File: src/rtl/uart_pkg.sv
// Shared types and constants for the UART transmit arbiter.
// No logic; state encoding and default start-timeout only.
package uart_pkg;

    typedef enum logic [1:0] {
        ST_IDLE      = 2'd0,
        ST_LAUNCH    = 2'd1,
        ST_WAIT_DONE = 2'd2,
        ST_GUARD     = 2'd3
    } arb_state_t;

    localparam int START_TIMEOUT_DEFAULT = 16;
    localparam int GRANT_W               = 3;

endpackage

File: src/rtl/rr_priority_pick.sv
// Round-robin picker: first asserted request after last_grant, wrapping at NUM_REQ.
// Combinational, zero latency; no backpressure.
module rr_priority_pick
    import uart_pkg::*;
#(
    parameter int NUM_REQ = 4
) (
    input  logic [NUM_REQ-1:0] req,
    input  logic [GRANT_W-1:0] last_grant,
    output logic [NUM_REQ-1:0] grant,
    output logic [GRANT_W-1:0] grant_idx,
    output logic               any
);
    localparam int PW = GRANT_W + 1;

    logic [PW-1:0]        shamt;
    logic [2*NUM_REQ-1:0] dbl;
    logic [NUM_REQ-1:0]   rot;
    logic [PW-1:0]        pos;

    // Rotate so that bit 0 of rot is the requester right after last_grant.
    assign shamt = {1'b0, last_grant} + PW'(1);
    assign dbl   = {req, req} >> shamt;
    assign rot   = dbl[NUM_REQ-1:0];

    always_comb begin
        grant     = '0;
        grant_idx = '0;
        any       = 1'b0;
        pos       = '0;
        for (int i = 0; i < NUM_REQ; i++) begin
            if (!any && rot[i]) begin
                any = 1'b1;
                pos = {1'b0, last_grant} + PW'(i) + PW'(1);
                if (pos >= PW'(NUM_REQ)) begin
                    pos = pos - PW'(NUM_REQ);
                end
                grant_idx = pos[GRANT_W-1:0];
                grant     = NUM_REQ'(1) << grant_idx;
            end
        end
    end

endmodule

File: src/rtl/uart_tx_arbiter.sv
// Round-robin arbiter handing one byte at a time to a single UART transmitter, one frame per grant.
// Latency: ready/enable/data appear the cycle after a grant decision in IDLE; requesters wait while the transmitter is busy.
module uart_tx_arbiter
    import uart_pkg::*;
#(
    parameter int NUM_REQ       = 4,
    parameter int START_TIMEOUT = START_TIMEOUT_DEFAULT
) (
    input  logic                   i_CLK,
    input  logic                   i_RESET,
    input  logic [NUM_REQ-1:0]     i_REQ_VALID,
    input  logic [8*NUM_REQ-1:0]   i_REQ_DATA,
    output logic [NUM_REQ-1:0]     o_REQ_READY,
    output logic                   o_TX_ENABLE,
    output logic [7:0]             o_TX_DATA,
    input  logic                   i_TX_BUSY,
    output logic [GRANT_W-1:0]     o_GRANT_ID,
    output logic                   o_ACTIVE,
    output logic                   o_ERR_TIMEOUT
);
    localparam int CNT_W = $clog2(START_TIMEOUT + 1);

    arb_state_t         state;
    logic [GRANT_W-1:0] last_grant;
    logic [CNT_W-1:0]   tmo_cnt;

    logic [NUM_REQ-1:0] pick_grant;
    logic [GRANT_W-1:0] pick_idx;
    logic               pick_any;
    logic [7:0]         pick_byte;

    rr_priority_pick #(
        .NUM_REQ (NUM_REQ)
    ) u_pick (
        .req        (i_REQ_VALID),
        .last_grant (last_grant),
        .grant      (pick_grant),
        .grant_idx  (pick_idx),
        .any        (pick_any)
    );

    always_comb begin
        pick_byte = '0;
        for (int k = 0; k < NUM_REQ; k++) begin
            if (pick_grant[k]) begin
                pick_byte = i_REQ_DATA[8*k +: 8];
            end
        end
    end

    always_ff @(posedge i_CLK) begin
        if (i_RESET) begin
            state         <= ST_IDLE;
            last_grant    <= GRANT_W'(NUM_REQ - 1);
            tmo_cnt       <= '0;
            o_REQ_READY   <= '0;
            o_TX_ENABLE   <= 1'b0;
            o_TX_DATA     <= '0;
            o_GRANT_ID    <= '0;
            o_ACTIVE      <= 1'b0;
            o_ERR_TIMEOUT <= 1'b0;
        end else begin
            o_REQ_READY   <= '0;
            o_ERR_TIMEOUT <= 1'b0;
            case (state)
                ST_IDLE: begin
                    // Byte is captured on the same edge the ready pulse is launched, so it is held until handshake.
                    if (pick_any && !i_TX_BUSY) begin
                        state       <= ST_LAUNCH;
                        o_ACTIVE    <= 1'b1;
                        o_TX_ENABLE <= 1'b1;
                        o_TX_DATA   <= pick_byte;
                        o_REQ_READY <= pick_grant;
                        o_GRANT_ID  <= pick_idx;
                        last_grant  <= pick_idx;
                        tmo_cnt     <= '0;
                    end
                end
                ST_LAUNCH: begin
                    if (i_TX_BUSY) begin
                        state       <= ST_WAIT_DONE;
                        o_TX_ENABLE <= 1'b0;
                    end else if (tmo_cnt == CNT_W'(START_TIMEOUT - 1)) begin
                        state         <= ST_IDLE;
                        o_TX_ENABLE   <= 1'b0;
                        o_ACTIVE      <= 1'b0;
                        o_ERR_TIMEOUT <= 1'b1;
                    end else if (tmo_cnt != CNT_W'(START_TIMEOUT)) begin
                        tmo_cnt <= tmo_cnt + 1'b1;
                    end
                end
                ST_WAIT_DONE: begin
                    if (!i_TX_BUSY) begin
                        state <= ST_GUARD;
                    end
                end
                ST_GUARD: begin
                    state    <= ST_IDLE;
                    o_ACTIVE <= 1'b0;
                end
                default: begin
                    state       <= ST_IDLE;
                    o_TX_ENABLE <= 1'b0;
                    o_ACTIVE    <= 1'b0;
                end
            endcase
        end
    end

endmodule

File: config.mk
export PLATFORM = sky130hd
export DESIGN_NAME = uart_tx_arbiter
export DESIGN_NICKNAME = d
export VERILOG_FILES = /design/src/rtl/uart_pkg.sv /design/src/rtl/rr_priority_pick.sv /design/src/rtl/uart_tx_arbiter.sv
export SDC_FILE = /design/constraint.sdc
export NUM_CORES = 1
export LEC_CHECK = 0
export ABC_AREA = 1
export CORE_MARGIN = 2
export CORE_UTILIZATION = 50
export CTS_BUF_LIST = sky130_fd_sc_hd__clkbuf_8
export DETAILED_ROUTE_END_ITERATION = 16
export PLACE_DENSITY = 0.85
export SYNTH_ARGS = -nofsm -noshare
export SYNTH_HDL_FRONTEND = slang
export SYNTH_SLANG_ARGS = --single-unit
File: constraint.sdc
create_clock -name i_CLK -period 2.6 [get_ports i_CLK]
set_input_delay 0.65 -clock i_CLK [delete_from_list [all_inputs] [get_ports i_CLK]]
set_output_delay 0.65 -clock i_CLK [all_outputs]
set_load 0.05 [all_outputs]
==> flow_summary.json, run 1 <==
{
  "timing.fmax_ghz": 0.425,
  "period_minus_slack_ps": 2350,
  "synth_common_cells": "nand2_1 (85), nor2_1 (39), inv_1 (30), nand3_1 (29), dfxtp_1 (27)",
  "cts_setup_buffers": 0,
  "synth-seq-cells": 27,
  "cts_resized": 0,
  "drc": 0,
  "worstSetupPathType": "register to register",
  "grt_max_degree": 17,
  "relSlewSlack_pct": 64.6,
  "crit_path_cell_trace": "ha_1, ha_1, inv_1, nand3_1, nand2_1, nand2_1, nand2_1, nor2_1, nor2_1, nand3_4, inv_2, nand2_1, nand3_1, nand2_1, nand2_1, nand2_1",
  "area_growth_pct": 32.5,
  "placed_cell_area_sq_mm": 0.00270,
  "rows": 23,
  "finalNonFillerCells": 425,
  "rsz0062_at_grt": "false",
  "start_util_pct": 51.9,
  "synth.area.top_cells": "dfxtp_1 (26%), nand2_1 (15%), ha_1 (7.2%)",
  "async_flop_share_pct": 0,
  "synth_edf_count": 0,
  "wl_per_cell_um": 12.3,
  "dp_hpwl_um": 4150,
  "cap_violations": 0,
  "die_y_um": 68.5,
  "die_area_sq_mm": 0.00469,
  "ctsHoldBuffers": 0,
  "synth_top_cell_by_area": "dfxtp_1",
  "cp_top_family": "simple AND/OR/NAND/NOR gates",
  "root_buffer": "clkbuf_8",
  "grt_use_total_pct": 22.8,
  "worstSkewPairLatency_ps": 280,
  "critPathMostFrequentCell": "nand2_1",
  "first_pass_iters": 4,
  "die_w_um": 68.5,
  "grt_pass1_wl_um": 8170,
  "syn_area_sq_mm": 0.00208,
  "place.gp.congestion": 0.920,
  "routed_wl_um": 5240,
  "dp_cells": 421,
  "synth_cells": 314,
  "tightestPinTransition_ps": 529,
  "fin_crit_sh_pct": 90.5,
  "final.hold.worst_slack_ps": 457,
  "diodes": 0,
  "nets": 427,
  "status": "finished, final reports clean",
  "core_area_sq_mm": 0.00400,
  "cts_tree": "done",
  "max_stage_delay_ps": 550,
  "grt_pass1_vias": 1879,
  "hp-class": "register to register",
  "synth.distinct_cells": 32,
  "synth_area_per_cell_sq_um": 6.61,
  "leakage_nw": 1.32,
  "vias": 2166,
  "synthesis.nets": 365,
  "fin_skew_ps": 4.21,
  "yosysSeqAreaShare_pct": 26.0,
  "stdcell_area_sq_mm": 0.00275,
  "ys_warn_count": 0,
  "postRouteAntennaNets": 0,
  "crit_fanout": 9,
  "powerDensity_mw_per_mm2": 1230,
  "vias_per_cell": 5.10,
  "overflow": 0,
  "endpoint_kind": "register",
  "yosysMostFrequentCell": "nand2_1",
  "ios": 57,
  "critPathLaunchType": "register",
  "clock_sinks": 27,
  "drtIter0Drc": 104,
  "finalHoldViolations": 0,
  "slew_viol_final": 0,
  "dp_worst_setup_slack_ps": -22.8,
  "cp.required_ps": 2790,
  "port_buffers": 56,
  "antenna_found_initial": 0,
  "final.setup.worst_slack_ps": 246,
  "path_buf_inv": 2,
  "setup_viol": 0,
  "cts_buffer_depth": 2,
  "synth_top_area_share_pct": 26.0,
  "path_clk_slew_ps": 100,
  "ir_drop_mv": 0.635,
  "critPathArrivalTime_ps": 2540,
  "slowest_stage": "dfxtp_1",
  "cts_buffers": 3,
  "tns_ps": 0,
  "drive_gt1_share_pct": 14.4,
  "cts.htree.levels": 1,
  "synth_flop_cell": "dfxtp_1"
}
[metrics by stage]
step	power (mW)	util, %
5_1_grt	3.67	68.8
2_1_floorplan	2.54	-
6_report	3.39	68.8
4_1_cts	3.37	68.8
3_3_place_gp	3.07	67.6
3_5_place_dp	3.11	67.6
[final timing paths]
check / from / end / slack (ps) / cells after the start
max reg2reg: last_grant[0] / o_TX_DATA[7] / 250 / 16
min reg2reg: o_TX_DATA[6] / o_TX_DATA[6] / 460 / 2
max: last_grant[0] / o_TX_DATA[7] / 250 / 16
min: o_TX_DATA[6] / o_TX_DATA[6] / 460 / 2
[metal layers]
metal,vias up,wire length (um),GRT usage [%]
li1,1128,-,-
met1,960,2300,29.4
met2,65,2540,37.6
met3,13,301,4.93
met4,0,95,7.25
met5,-,0,0
[placed cells by master (no fill, tap or decap), types with 2 or more instances in the layout]
cell type and count:
nor2_2 5, clkdlybuf4s50_1 56, nand3_4 4, buf_4 5, xor2_1 2, ha_1 12, o211ai_1 2, nand2_4 3
inv_1 30, a21oi_1 19, nor2_8 2, inv_2 9, nor2_1 39, dfxtp_1 26, nand2_2 10, o21ai_0 9
inv_4 3, nand2_1 85, nand3_1 29, nand3_2 6, nand4_1 4, clkbuf_8 3
[kinds of logic after synthesis]
logic type | count (synthesis) | synth area share (%)
AND/OR/NAND/NOR | 188 | 45.2
buffers and inverters | 47 | 9.82
AO/OA/AOI/OAI | 38 | 10.8
flip-flops | 27 | 26.0
adder cells (fa/ha/maj) | 12 | 7.23
XOR/XNOR | 2 | 0.844
[tightest hold or removal path, stage by stage (launching register included)]
cell     delay [ps]
dfxtp_1         320
nand2_1          60
nand2_1          40
[flip-flops by register name, indices dropped and copies added (netlist names), named ones only]
signal,count
o_TX_ENABLE,1
last_grant,2
state,1
o_REQ_READY,4
o_TX_DATA,8
o_ACTIVE,1
o_ERR_TIMEOUT,1
tmo_cnt,5
o_GRANT_ID,2
[where the power goes]
part	internal (mW)	switching, mW	leakage [nW]
Combinational	0.864	1.65	1.08
Sequential	0.527	0.0958	0.221
Clock	0.109	0.140	0.0217
[final cells by class]
class / count / area [sq um]
sequential: 27 / 542
multi-input combinational: 240 / 1330
inverter: 43 / 169
fill: 344 / 1250
tap: 50 / 62.6
clock buffer: 3 / 41.3
timing repair buffer: 61 / 598
clock inverter: 1 / 7.51
(Power assumes the default switching activity.)
==> run 2: changes to the inputs <==
- ABC_AREA: 1 -> 0
- SYNTH_HIERARCHICAL: unset -> 1
==> run 2 against run 1 <==
Fmax is 5.2% lower. Via count decreased by 1.6%. Clock power about the same. Final cell count down 13%. Hold slack better by 3.8 ps. Global-route usage up 1.6 points. Synthesized cell count decreased by 22%. Sequential share of layout area is 0.64 points lower. Combinational power decreased by 58%. Power fell by 46%.
==> flow_summary.json, run 2 <==
{
  "largest_reg_flops": 8,
  "comb_power_share_pct": 58.6,
  "setup_viol": 0,
  "top_regs": "o_TX_DATA x8, tmo_cnt x5, o_REQ_READY x4",
  "timing.fmax_ghz": 0.403,
  "regMostFlops": "o_TX_DATA",
  "routed_wl_um": 5360,
  "clockPowerShare_pct": 13.8,
  "cts_tree": "done",
  "cts.htree.levels": 1,
  "antenna_found_initial": 0,
  "crit_fanout": 13,
  "critPathArrivalTime_ps": 2700,
  "finalNonFillerCells": 368,
  "wl_per_cell_um": 14.6,
  "diodes": 0,
  "tns_ps": 0,
  "slew_viol_final": 0,
  "finalHoldViolations": 0,
  "synth_common_cells": "a21oi_1 (39), dfxtp_1 (27), inv_1 (15), nand2_1 (15)",
  "nets": 369,
  "max_stage_delay_ps": 340,
  "powerDensity_mw_per_mm2": 634,
  "power.internal_mw": 1.07,
  "die_w_um": 67.4,
  "ios": 57,
  "synth_compound_area_share_pct": 30.3,
  "cp.required_ps": 2810,
  "clock_sinks": 27,
  "overflow": 0,
  "start_util_pct": 51.0,
  "synthMuxAreaShare_pct": 2.99,
  "synth.distinct_cells": 59,
  "synth_cells": 245,
  "slowest_stage": "a221o_1",
  "utilization_pct": 72.5,
  "hold_path_depth": 2,
  "synth_edf_count": 0,
  "final_common_cell": "clkdlybuf4s50_1",
  "rows": 23,
  "dp_hpwl_um": 4020,
  "core_area_sq_mm": 0.00394,
  "root_buffer": "clkbuf_8",
  "grt_use_total_pct": 24.4,
  "synth-seq-cells": 27,
  "cts_buffer_depth": 2,
  "period_minus_slack_ps": 2480,
  "ir_drop_mv": 0.558,
  "yosysMostFrequentCell": "a21oi_1",
  "seq_power_share_pct": 27.7,
  "placed_cell_area_sq_mm": 0.00278,
  "synth-adder-area-share_pct": 6.85,
  "dp_cells": 364,
  "cts_setup_buffers": 0,
  "path_clk_slew_ps": 100,
  "tightestPinTransition_ps": 573,
  "first_pass_iters": 4,
  "p_sw_share_pct": 41.1,
  "stdcell_area_sq_mm": 0.00286,
  "worstSetupPathType": "primary input to register",
  "m1WireLength_um": 2330,
  "drc": 0,
  "yosysSeqAreaShare_pct": 26.9,
  "crit_path_cell_trace": "clkdlybuf4s15_1, nand2_1, a32o_1, buf_4, o311ai_4, buf_4, nor2_1, a21oi_1, buf_4, a21oi_1, a221o_1, a21oi_1",
  "synth-simple-area-share_pct": 24.0,
  "hp-class": "register to register",
  "layout_common_cells": "clkdlybuf4s50_1 (52), a21oi_1 (37), buf_4 (32), dfxtp_1 (26)",
  "power_switching_uw": 744,
  "endpoint_kind": "register",
  "rsz0062_at_grt": "false",
  "status": "finished, final reports clean",
  "synth_area_per_cell_sq_um": 8.20,
  "postRouteAntennaNets": 0,
  "met3_length_um": 347,
  "synth_flop_cell": "dfxtp_1",
  "grt_max_degree": 26,
  "routed.top_layer": "met4",
  "ctsHoldBuffers": 0,
  "drive_gt1_share_pct": 18.6,
  "critPathLaunchType": "primary input",
  "port_buffers": 56,
  "r2r_cells": 11,
  "die_y_um": 67.4,
  "synth.area.top_cells": "dfxtp_1 (27%), a21oi_1 (9.7%), ha_1 (6.8%)",
  "cap_violations": 0,
  "ys_warn_count": 6,
  "syn_area_sq_mm": 0.00201,
  "place.gp.congestion": 0.878,
  "vias_per_cell": 5.79,
  "relSlewSlack_pct": 61.2,
  "synthesis.nets": 295,
  "grt_pass1_vias": 1943,
  "die_area_sq_mm": 0.00454,
  "drtIter0Drc": 187,
  "synthXorXnorAreaFrac_pct": 0,
  "met2_length_um": 2650,
  "synth_top_cell_by_area": "dfxtp_1",
  "worstSkewPairLatency_ps": 270,
  "area_growth_pct": 42.3,
  "leakage_nw": 1.17,
  "synth_top_family_by_area": "compound AO/OA/AOI/OAI gates",
  "cts_buffers": 3,
  "async_flop_share_pct": 0,
  "fin_skew_ps": 4.46,
  "synth_top_area_share_pct": 26.9,
  "vias": 2131,
  "grt_pass1_wl_um": 8610,
  "fin_crit_sh_pct": 95.5
}
[run 2: cell types whose count changed after synthesis, moves of 9 or more]
cell	previous run	this run
nand2_1	85	15
a21oi_1	19	39
nand2_2	10	0
clkbuf_1	0	9
inv_2	9	0
nand3_1	29	5
nand3b_1	0	11
nor2_1	39	8
inv_1	30	15
[run 2: final timing paths]
kind,start,end,slack (ps)
worst min register to register,o_GRANT_ID[0],o_GRANT_ID[0],460
worst min-delay path,o_GRANT_ID[0],o_GRANT_ID[0],460
worst max-delay path,i_REQ_VALID[0],o_TX_DATA[2],120
worst max register to register,last_grant[0],o_TX_DATA[6],140
[run 2: per-stage QoR]
step | hold slack, ps | total power, mW | setup slack (ps)
floorplan | 506 | 1.16 | 17.9
global placement | 447 | 1.52 | -510
detailed placement | 448 | 1.54 | -594
CTS | 461 | 1.80 | 81.5
global route | 516 | 1.91 | 11.9
finish | 461 | 1.81 | 116
[run 2: repair_timing]
item,CTS,global route
setup endpoints to repair,19,16
pin swaps,1,1
gates resized for setup,10,11
[run 2: cells by family after synthesis]
logic type | count (synthesis)
compound gates | 90
fa+ha+maj | 11
buf+inv | 35
flops | 27
mux | 5
other cells | 1
simple gates | 76
[run 2: worst max-delay path, delay by kind of cell]
kind	cells	cell delay (ps)
buf+inv	4	830
compound gates	6	1050
simple gates	2	160
[run 2: per-layer routing]
metal | global-route usage (%) | up-vias
li1 | - | 1059
met1 | 31.3 | 997
met2 | 42.6 | 71
met3 | 5.50 | 4
met4 | 3.83 | 0
met5 | 0 | -
[run 2: cell type report]
cell class                      instances  area [sq um]
Tap cell                               50          62.6
Timing Repair Buffer                   89           806
Inverter                               15          56.3
Clock inverter                          1          8.76
Fill cell                             296          1080
Sequential cell                        27           544
Clock buffer                            3          41.3
Multi-Input combinational cell        183          1340
[run 2: power by group through the flow]
stage | registers, mW | clock network [mW] | logic (mW)
after detailed placement | 0.509 | 0 | 1.03
after CTS | 0.501 | 0.254 | 1.05
after global placement | 0.509 | 0 | 1.01
after floorplan | 0.626 | 0 | 0.535
after global routing | 0.508 | 0.268 | 1.14
final | 0.501 | 0.249 | 1.06
